`src/rtl/flag_branch_unit_pkg.sv`:
```
// Shared types for the flag/branch unit: ALU opcodes, condition codes,
// FSM states, flag bit positions and the flag-update rule.
package fbu_pkg;

  localparam logic [2:0] OP_ADD    = 3'b000;
  localparam logic [2:0] OP_SUB    = 3'b001;
  localparam logic [2:0] OP_XOR    = 3'b010;
  localparam logic [2:0] OP_RED    = 3'b011;
  localparam logic [2:0] OP_SLL    = 3'b100;
  localparam logic [2:0] OP_SRA    = 3'b101;
  localparam logic [2:0] OP_ROR    = 3'b110;
  localparam logic [2:0] OP_PADDSB = 3'b111;

  localparam int FZ = 2;
  localparam int FV = 1;
  localparam int FN = 0;

  typedef enum logic [2:0] {
    C_NE  = 3'b000,
    C_EQ  = 3'b001,
    C_GT  = 3'b010,
    C_LT  = 3'b011,
    C_GTE = 3'b100,
    C_LTE = 3'b101,
    C_OV  = 3'b110,
    C_AL  = 3'b111
  } cond_e;

  typedef enum logic {
    RUN    = 1'b0,
    SHADOW = 1'b1
  } state_e;

  // Arithmetic ops write all flags, logic/shift ops write only Z,
  // RED/PADDSB leave the flags untouched.
  function automatic logic [2:0] upd_flags(
    input logic [2:0] f,
    input logic [2:0] op,
    input logic       z,
    input logic       v,
    input logic       n
  );
    logic [2:0] r;
    r = f;
    case (op)
      OP_ADD, OP_SUB: begin
        r[FZ] = z;
        r[FV] = v;
        r[FN] = n;
      end
      OP_XOR, OP_SLL, OP_SRA, OP_ROR: r[FZ] = z;
      default: r = f;
    endcase
    return r;
  endfunction

endpackage

```
`src/rtl/flag_branch_unit_if.sv`:
```
// EX-to-branch-unit bundle: stall, ALU flag outputs, branch request
// and the registered redirect back to fetch.
interface flag_branch_unit_if #(
  parameter int PC_W  = 16,
  parameter int IMM_W = 9
);
  logic             stall;
  logic             alu_valid;
  logic [2:0]       alu_op;
  logic             alu_zero;
  logic             alu_ovfl;
  logic             alu_sign;
  logic             br_valid;
  logic             br_kind;
  logic [2:0]       br_cond;
  logic [PC_W-1:0]  br_pc;
  logic [IMM_W-1:0] br_imm;
  logic [PC_W-1:0]  br_reg;
  logic [2:0]       flags;
  logic             br_resolve;
  logic             br_taken;
  logic [PC_W-1:0]  br_target;
  logic             flush;

  modport master (
    output stall, alu_valid, alu_op,
    output alu_zero, alu_ovfl, alu_sign,
    output br_valid, br_kind, br_cond,
    output br_pc, br_imm, br_reg,
    input  flags, br_resolve, br_taken,
    input  br_target, flush
  );

  modport slave (
    input  stall, alu_valid, alu_op,
    input  alu_zero, alu_ovfl, alu_sign,
    input  br_valid, br_kind, br_cond,
    input  br_pc, br_imm, br_reg,
    output flags, br_resolve, br_taken,
    output br_target, flush
  );
endinterface

```
`src/rtl/branch_cond_eval.sv`:
```
// Combinational condition check: {Z,V,N} + cond code -> taken.
// Ports: i_flags, i_cond in; o_taken out.
module branch_cond_eval
  import fbu_pkg::*;
(
  input  logic [2:0] i_flags,
  input  logic [2:0] i_cond,
  output logic       o_taken
);
  logic w_z;
  logic w_v;
  logic w_n;

  assign w_z = i_flags[FZ];
  assign w_v = i_flags[FV];
  assign w_n = i_flags[FN];

  always_comb begin
    o_taken = 1'b0;
    unique case (cond_e'(i_cond))
      C_NE:  o_taken = !w_z;
      C_EQ:  o_taken = w_z;
      C_GT:  o_taken = !w_z && !w_n;
      C_LT:  o_taken = w_n;
      C_GTE: o_taken = w_z || !w_n;
      C_LTE: o_taken = w_n || w_z;
      C_OV:  o_taken = w_v;
      C_AL:  o_taken = 1'b1;
    endcase
  end
endmodule

```
`src/rtl/flag_branch_unit.sv`:
```
// Flag register + branch resolver with same-cycle flag forwarding.
// Ports: clk, rst_n, bus (slave side of flag_branch_unit_if).
module flag_branch_unit
  import fbu_pkg::*;
#(
  parameter int PC_W  = 16,
  parameter int IMM_W = 9
) (
  input logic               clk,
  input logic               rst_n,
  flag_branch_unit_if.slave bus
);
  state_e           r_state;
  state_e           w_state_nxt;
  logic [2:0]       r_flags;
  logic             r_resolve;
  logic             r_taken;
  logic             r_flush;
  logic [PC_W-1:0]  r_target;

  logic             w_adv;
  logic [2:0]       w_fwd;
  logic             w_cond;
  logic             w_accept;
  logic             w_take;
  logic [IMM_W-1:0] w_imm;
  logic [PC_W-1:0]  w_seq;
  logic [PC_W-1:0]  w_off;
  logic [PC_W-1:0]  w_tgt;

  assign w_adv = !bus.stall;

  // The ALU op in EX is older than the branch, so the branch
  // sees the flags as they will be after this edge.
  assign w_fwd = (bus.alu_valid && w_adv)
               ? upd_flags(r_flags, bus.alu_op,
                           bus.alu_zero, bus.alu_ovfl,
                           bus.alu_sign)
               : r_flags;

  branch_cond_eval u_cond (
    .i_flags (w_fwd),
    .i_cond  (bus.br_cond),
    .o_taken (w_cond)
  );

  assign w_imm = bus.br_imm;
  assign w_seq = bus.br_pc + PC_W'(2);
  assign w_off = PC_W'($signed(w_imm)) << 1;
  assign w_tgt = bus.br_kind ? bus.br_reg
                             : w_seq + w_off;

  always_ff @(posedge clk or negedge rst_n) begin
    if (!rst_n) r_state <= RUN;
    else        r_state <= w_state_nxt;
  end

  always_comb begin
    w_state_nxt = r_state;
    if (w_adv) begin
      unique case (r_state)
        RUN:    if (bus.br_valid && w_cond)
                  w_state_nxt = SHADOW;
        SHADOW: w_state_nxt = RUN;
      endcase
    end
  end

  // The instruction after a taken branch is wrong-path.
  always_comb begin
    w_accept = w_adv && bus.br_valid && (r_state == RUN);
    w_take   = w_accept && w_cond;
  end

  always_ff @(posedge clk or negedge rst_n) begin
    if (!rst_n) begin
      r_flags   <= 3'b000;
      r_resolve <= 1'b0;
      r_taken   <= 1'b0;
      r_flush   <= 1'b0;
      r_target  <= '0;
    end else begin
      r_resolve <= w_accept;
      r_taken   <= w_take;
      r_flush   <= w_take;
      if (w_adv)
        r_flags <= w_fwd;
      if (w_accept)
        r_target <= w_take ? w_tgt : w_seq;
    end
  end

  assign bus.flags      = r_flags;
  assign bus.br_resolve = r_resolve;
  assign bus.br_taken   = r_taken;
  assign bus.flush      = r_flush;
  assign bus.br_target  = r_target;
endmodule

```
`src/flat_wrapper.sv`:
```
// flat-port wrapper written by rule: the top's interface ports become plain ports
module flag_branch_unit_flat import fbu_pkg::*;
#(
  parameter int PC_W  = 16,
  parameter int IMM_W = 9
)
  (clk, rst_n, bus_stall, bus_alu_valid, bus_alu_op, bus_alu_zero, bus_alu_ovfl, bus_alu_sign, bus_br_valid, bus_br_kind, bus_br_cond, bus_br_pc, bus_br_imm, bus_br_reg, bus_flags, bus_br_resolve, bus_br_taken, bus_br_target, bus_flush);
  flag_branch_unit_if #(.PC_W(PC_W), .IMM_W(IMM_W)) bus_i ();
  input logic clk;
  input logic rst_n;
  input wire logic [$bits(bus_i.stall)-1:0] bus_stall;
  input wire logic [$bits(bus_i.alu_valid)-1:0] bus_alu_valid;
  input wire logic [$bits(bus_i.alu_op)-1:0] bus_alu_op;
  input wire logic [$bits(bus_i.alu_zero)-1:0] bus_alu_zero;
  input wire logic [$bits(bus_i.alu_ovfl)-1:0] bus_alu_ovfl;
  input wire logic [$bits(bus_i.alu_sign)-1:0] bus_alu_sign;
  input wire logic [$bits(bus_i.br_valid)-1:0] bus_br_valid;
  input wire logic [$bits(bus_i.br_kind)-1:0] bus_br_kind;
  input wire logic [$bits(bus_i.br_cond)-1:0] bus_br_cond;
  input wire logic [$bits(bus_i.br_pc)-1:0] bus_br_pc;
  input wire logic [$bits(bus_i.br_imm)-1:0] bus_br_imm;
  input wire logic [$bits(bus_i.br_reg)-1:0] bus_br_reg;
  output wire logic [$bits(bus_i.flags)-1:0] bus_flags;
  output wire logic [$bits(bus_i.br_resolve)-1:0] bus_br_resolve;
  output wire logic [$bits(bus_i.br_taken)-1:0] bus_br_taken;
  output wire logic [$bits(bus_i.br_target)-1:0] bus_br_target;
  output wire logic [$bits(bus_i.flush)-1:0] bus_flush;
  assign bus_i.stall = bus_stall;
  assign bus_i.alu_valid = bus_alu_valid;
  assign bus_i.alu_op = bus_alu_op;
  assign bus_i.alu_zero = bus_alu_zero;
  assign bus_i.alu_ovfl = bus_alu_ovfl;
  assign bus_i.alu_sign = bus_alu_sign;
  assign bus_i.br_valid = bus_br_valid;
  assign bus_i.br_kind = bus_br_kind;
  assign bus_i.br_cond = bus_br_cond;
  assign bus_i.br_pc = bus_br_pc;
  assign bus_i.br_imm = bus_br_imm;
  assign bus_i.br_reg = bus_br_reg;
  assign bus_flags = bus_i.flags;
  assign bus_br_resolve = bus_i.br_resolve;
  assign bus_br_taken = bus_i.br_taken;
  assign bus_br_target = bus_i.br_target;
  assign bus_flush = bus_i.flush;
  flag_branch_unit #(.PC_W(PC_W), .IMM_W(IMM_W)) u_core (.clk(clk), .rst_n(rst_n), .bus(bus_i));
endmodule
```
`config.mk`:
```
export PLATFORM = sky130hd
export DESIGN_NAME = flag_branch_unit_flat
export DESIGN_NICKNAME = d
export VERILOG_FILES = /design/src/rtl/flag_branch_unit_pkg.sv /design/src/rtl/flag_branch_unit_if.sv /design/src/rtl/branch_cond_eval.sv /design/src/rtl/flag_branch_unit.sv /design/src/flat_wrapper.sv
export SDC_FILE = /design/constraint.sdc
export NUM_CORES = 1
export LEC_CHECK = 0
export CAP_MARGIN = 25
export CORE_ASPECT_RATIO = 0.75
export CORE_UTILIZATION = 49
export CTS_CLUSTER_DIAMETER = 40
export DETAILED_ROUTE_END_ITERATION = 8
export GPL_ROUTABILITY_DRIVEN = 1
export PLACE_DENSITY_LB_ADDON = 0.12
export SYNTH_ARGS = -nofsm -noshare
export SYNTH_HDL_FRONTEND = slang
export SYNTH_HIERARCHICAL = 1
export SYNTH_SLANG_ARGS = --single-unit
export TNS_END_PERCENT = 30
```
`constraint.sdc`:
```
create_clock -name clk -period 3.93 [get_ports clk]
set_input_delay 0.786 -clock clk [delete_from_list [all_inputs] [get_ports clk]]
set_output_delay 0.786 -clock clk [all_outputs]
set_load 0.005 [all_outputs]
```
Yosys cells after proc, flatten, opt, wreduce, memory -nomap -nowiden --
Index checks and enable logic that the tools add are counted.
Word-level totals: logic and storage cells 43, input bits 56, register bits after elaboration 22
Operators by class: multiplexer cells 8, bitwise operators 1, reduce and logical (&&, ||, !) cells 15, equality and inequality tests 12, add/sub/neg operators 2
Operators with widths (count):
- 2-to-1 mux 16 bit | 2
- == test 3 bit (second input constant) | 7
- adder 16 bit | 1
- adder 16 x 2 -> 16 bit (second input constant) | 1
- == test 3 x 2 -> 1 bit (second input constant) | 3
- one-hot mux 1 bit (8 select lines) | 1
- == test 3 x 1 -> 1 bit (second input constant) | 2
- logical AND 1 bit | 6
- zero test 3 bit | 2
- OR reduction 6 bit | 1
- zero test 1 bit | 3
- 2-to-1 mux 3 bit | 1
- logical OR 1 bit | 2
- 2-to-1 mux 1 bit | 2
- 2-to-1 mux 2 bit | 1
- one-hot mux 1 bit (2 select lines) | 1
- OR reduction 2 bit | 1
- NOT 1 bit | 1

Logic depth before layout (Yosys ltp) --
depth after elaboration 10, gate-level depth with buffers 14, depth with buffers taken out 12

Hierarchy --
Netlist, hierarchy kept.
By module, submodules not included:
- flag_branch_unit | cells an instance 255, area an instance 2115.8 um^2, instances 1
- branch_cond_eval | cells an instance 11, area an instance 76.3 um^2, instances 1

Worst setup path after synthesis --
No wires, ideal clock.
path type input to register, start point input bus_stall, end point register u_core.r_target[9], in the netlist u_core/bus.br_target[9], data required time 3865 ps, setup time 65 ps, stages 11, path buffers 1, slack 612 ps, arrival 3253 ps, path through nand2b_1 > nor3_1 > mux2_2 > mux2i_1 > o31a_1 > o21a_1 > clkbuf_1 > inv_1 > or3_4 > o311ai_1 > o21a_1
Between the ends: cells in the longest elaborated chain, start to end 8, elaborated cells between the ends (all ways) 13, classes of those cells mux: 3; reduce/logical: 10
RTL lines:
- start, declared | RTL line flat_wrapper.sv:11 | input wire logic [$bits(bus_i.stall)-1:0] bus_stall;
- zero test 1 bit * | RTL line flag_branch_unit.sv:31 | assign w_adv = !bus.stall;
- logical AND 1 bit * | RTL line flag_branch_unit.sv:35 | assign w_fwd = (bus.alu_valid && w_adv)
- 2-to-1 mux 3 bit * | RTL line flag_branch_unit.sv:36 | ? upd_flags(r_flags, bus.alu_op,
- named net u_core.w_fwd[0] | RTL line flag_branch_unit.sv:22 | logic [2:0] w_fwd;
- zero test 1 bit | RTL line branch_cond_eval.sv:23, branch_cond_eval.sv:25
- logical OR 1 bit or logical AND 1 bit (tied branches) | RTL line branch_cond_eval.sv:25, branch_cond_eval.sv:23
- one-hot mux 1 bit (8 select lines) * | RTL line branch_cond_eval.sv:20 | unique case (cond_e'(i_cond))
- named net u_core.w_cond | RTL line flag_branch_unit.sv:23 | logic w_cond;
- logical AND 1 bit * | RTL line flag_branch_unit.sv:72 | w_take = w_accept && w_cond;
- 2-to-1 mux 16 bit * | RTL line flag_branch_unit.sv:89 | r_target <= w_take ? w_tgt : w_seq;
- end signal, assigned | RTL line flag_branch_unit.sv:89
- end, declared | RTL line flag_branch_unit.sv:19 | logic [PC_W-1:0] r_target;
The timed path passes the listed nets; every way through them passes the cells marked *. A chain may end at the register's enable or synchronous reset.

Worst setup path in the final report --
start point input bus_br_pc[3], end point register u_core.r_target[15], in the netlist u_core/bus.br_target[15]
Between the ends: cells in the longest elaborated chain, start to end 4
RTL lines:
- start, declared | RTL line flat_wrapper.sv:20 | input wire logic [$bits(bus_i.br_pc)-1:0] bus_br_pc;
- adder 16 x 2 -> 16 bit * | RTL line flag_branch_unit.sv:48 | assign w_seq = bus.br_pc + PC_W'(2);
- adder 16 bit | RTL line flag_branch_unit.sv:51 | : w_seq + w_off;
- 2-to-1 mux 16 bit | RTL line flag_branch_unit.sv:50 | assign w_tgt = bus.br_kind ? bus.br_reg
- 2-to-1 mux 16 bit * | RTL line flag_branch_unit.sv:89
Mark *: on every way between the ends. The rest lies on a longest branch, timed or not.

==> run_results.csv <==
group,metric,value,unit
die,core,4180,um^2
timing,holdWs,0.492,ns
route,drc,0,
route,dr.pass1.iters,4,
place,routabilityCongestion,0.940,
layout,multiInputGateArea,1550,um^2
clock_tree,cts_sinks,22,
die,initial_core_util,52.5,%
power_and_ir_drop,power_density,328,nW/um^2
yosys,synth-simple-area-share,21.6,%
setup_path,cpMaxStageDelayCell,"clkdlybuf4s50_1",
timing,worst_slew_pin_slew,0.628,ns
timing,min_period,3.54,ns
clock_tree,clk_pin_slew,0.08,ns
clock_tree,htreeDepth,1,
setup_path,startpoint_type,"input port",
setup_path,critPathCaptureType,"flop",
setup_path,crit_chain,"clkdlybuf4s50_1, and3_1, nand3_2, nor2_1, xor2_1, ha_1, a21oi_1, nand2_1, o21a_1, nor4_1, or2_1, xnor2_1, o221ai_1",
clock_tree,tritoncts,"built",
die,rows,20,
timing,finalCritPeriodShare,90.2,%
route,wire_per_inst,14.8,um
setup_path,cp.required,4.07,ns
setup_path,crit_family,"simple AND/OR/NAND/NOR gates",
power_and_ir_drop,ir_drop,0.190,mV
place,dp_hpwl,4960,um
layout,n_antenna_cell,0,
run,cap_viol_max_count,0,
yosys,synth_seq_cells,22,
grt,grt_max_degree,23,
place,portBuffers,77,
die,ioPinCount,78,
die,die_h,59.9,um
route,vias_per_cell,5.59,
yosys,synth_xor_area_share,8.39,%
yosys,synth-edff-count,0,
yosys,synth_fa_ha_area_share,11.8,%
layout,layout.nets,421,
worst_hold_path,hold_path.class,"reg -> reg",
clock_tree,clock_path_buffers,2,
timing,finalClockSkew,0.00310,ns
yosys,synth_compound_area_share,24.1,%
setup_path,path_class,"in -> reg",
setup_path,critPathArrivalTime,3.68,ns
timing,grt_setup_unrepaired,"false",
layout,syn_to_final_growth,41.5,%
clock_tree,post_cts_resized,0,
timing,drv_slew,0,
die,die_area,4750,um^2
yosys,avgSynthCellArea,8.24,um^2
yosys,yosysMostFrequentCell,"nand2_1",
layout,drive_gt1_share,8.43,%
route,num_vias,2229,
grt,antenna_found_initial,0,
layout,fill_cells,359,
die,dieWidth,79.2,um
clock_tree,cts-root-buf,"clkbuf_8",
timing,fmax,282,MHz
yosys,synth_top_area_share,25.1,%
timing,slew_headroom,58.0,%
grt,overflow,0,
clock_tree,post-cts-setup-buffers,0,
setup_path,path_buf_inv,1,
route,routed_wl,5900,um
yosys,yosys-top-cells-area,"dfrtp_1, ha_1, nand2_1",
grt,grt_pass1_vias,2037,
yosys,async_reset_ff_share,100,%
timing,finalSetupViolations,0,
yosys,syn_area,2190,um^2
yosys,synth_ff_type,"dfrtp_1",
clock_tree,insertion_delay,0.26,ns
timing,fin_tns_setup,0,ns
run_status,outcome,"completed",
yosys,synth_common_cells,"nand2_1, o21ai_0, dfrtp_1",
route,ant_nets,0,
setup_path,worstPathMaxFanout,7,
yosys,synth_top_area_cell,"dfrtp_1",
yosys,syn-num-nets,342,
layout,register_area,551,um^2
layout,fin_area,3100,um^2
yosys,yosys_warnings,6,
clock_tree,hold_buffers,0,
yosys,synthMuxAreaShare,4.91,%
yosys,synth_top_family_by_area,"compound AO/OA/AOI/OAI gates",
setup_path,slowest_delay,0.56,ns
clock_tree,cts_buffers,3,
yosys,ys_seq_area_share,25.1,%
yosys,postSynthCellCount,266,
yosys,ys_types,57,
route,drtIter0Drc,124,
timing,finalHoldViolCount,0,
power_and_ir_drop,p_leak,1.27,nW
grt,grt_pass1_wl,9610,um
grt,track_usage,26.2,%
place,dpl_cell_area,3020,um^2
kinds of logic after synthesis:
kind of cell / after synthesis
buf+inv: 18
compound gates: 79
flops: 22
simple gates: 96
mux: 10
xor+xnor: 21
fa+ha+maj: 20
state kept, by name, summed over array words and instances, names as in the netlist:
name,cells
u_core/bus.flush,1
u_core/r_state,1
u_core/bus.br_resolve,1
u_core/bus.flags,3
u_core/bus.br_target,16
worst paths after layout:
path | slack (ns) | startpoint | depth (start not counted) | endpoint
setup / recovery | 0.39 | bus_br_pc[3] | 13 | u_core/bus.br_target[15]
hold / removal | 0.49 | u_core/r_state | 2 | u_core/r_state
setup reg to reg | 1.74 | u_core/bus.flags[0] | 9 | u_core/bus.br_target[12]
hold reg to reg | 0.49 | u_core/r_state | 2 | u_core/r_state
max in group asynchronous | 2.83 | rst_n | 2 | u_core/bus.br_target[9]
min in group asynchronous | 0.72 | rst_n | 1 | u_core/bus.br_target[1]
worst min-delay path, cell delays in order (launching register included):
cell and delay, ns:
dfrtp_1 0.35, nand2_1 0.06, nand2_1 0.06
cell usage in the layout (no fill, tap or decap), types with 2 or more instances in the layout:
| cell type | netlist | final |
|---|---|---|
| o31a_1 | 2 | 2 |
| xnor2_1 | 13 | 13 |
| clkbuf_8 | 0 | 3 |
| o21ai_0 | 23 | 23 |
| mux2i_1 | 4 | 4 |
| ha_1 | 19 | 19 |
| inv_1 | 8 | 8 |
| mux2_2 | 6 | 6 |
| or2_2 | 2 | 2 |
| o221ai_1 | 2 | 2 |
| a221oi_1 | 3 | 3 |
| nor2_1 | 19 | 19 |
| o211ai_1 | 3 | 3 |
| nor2b_1 | 5 | 5 |
| a211oi_1 | 3 | 3 |
| xor2_1 | 8 | 8 |
| nor3_1 | 6 | 6 |
| nand2b_1 | 3 | 3 |
| dfrtp_1 | 22 | 22 |
| nand4_1 | 3 | 3 |
| a22oi_1 | 2 | 2 |
| nand3_1 | 8 | 8 |
| a21o_1 | 3 | 3 |
| buf_4 | 2 | 6 |
| nand2_1 | 35 | 35 |
| o21a_1 | 5 | 5 |
| nor4_1 | 2 | 2 |
| clkdlybuf4s50_1 | 0 | 77 |
| a21oi_1 | 19 | 19 |
| and3_1 | 2 | 2 |
per-stage QoR:
stage	instances	power (mW)	util, %	worst slack [ns]
2_1_floorplan	266	0.561	-	0.612
3_3_place_gp	394	0.802	72.2	0.147
3_5_place_dp	394	0.808	72.2	0.119
4_1_cts	398	1.02	73.9	0.380
5_1_grt	399	1.09	74.2	0.101
6_report	399	1.02	74.2	0.387
cell type report:
| cell class | count | area share [%] |
|---|---|---|
| Clock buffer | 3 | 1.33 |
| Clock inverter | 1 | 0.968 |
| Inverter | 8 | 0.968 |
| Multi-Input combinational cell | 226 | 50.0 |
| Sequential cell | 22 | 17.7 |
| Tap cell | 55 | 2.22 |
| Timing Repair Buffer | 84 | 26.8 |
where the power goes:
group / leakage [nW] / switching, mW / internal [mW]
Sequential: 0.266 / 0.0316 / 0.283
Clock: 0.0357 / 0.0727 / 0.136
Combinational: 0.973 / 0.218 / 0.277
routing by layer:
metal	vias to the layer above	GRT usage (%)	routed length, um
met3	4	1.37	310
met5	-	0	0
li1	1123	-	-
met2	78	40.6	2460
met4	0	3.90	36
met1	1024	40.8	3080
Note: power is estimated with default switching activity, not from simulation.
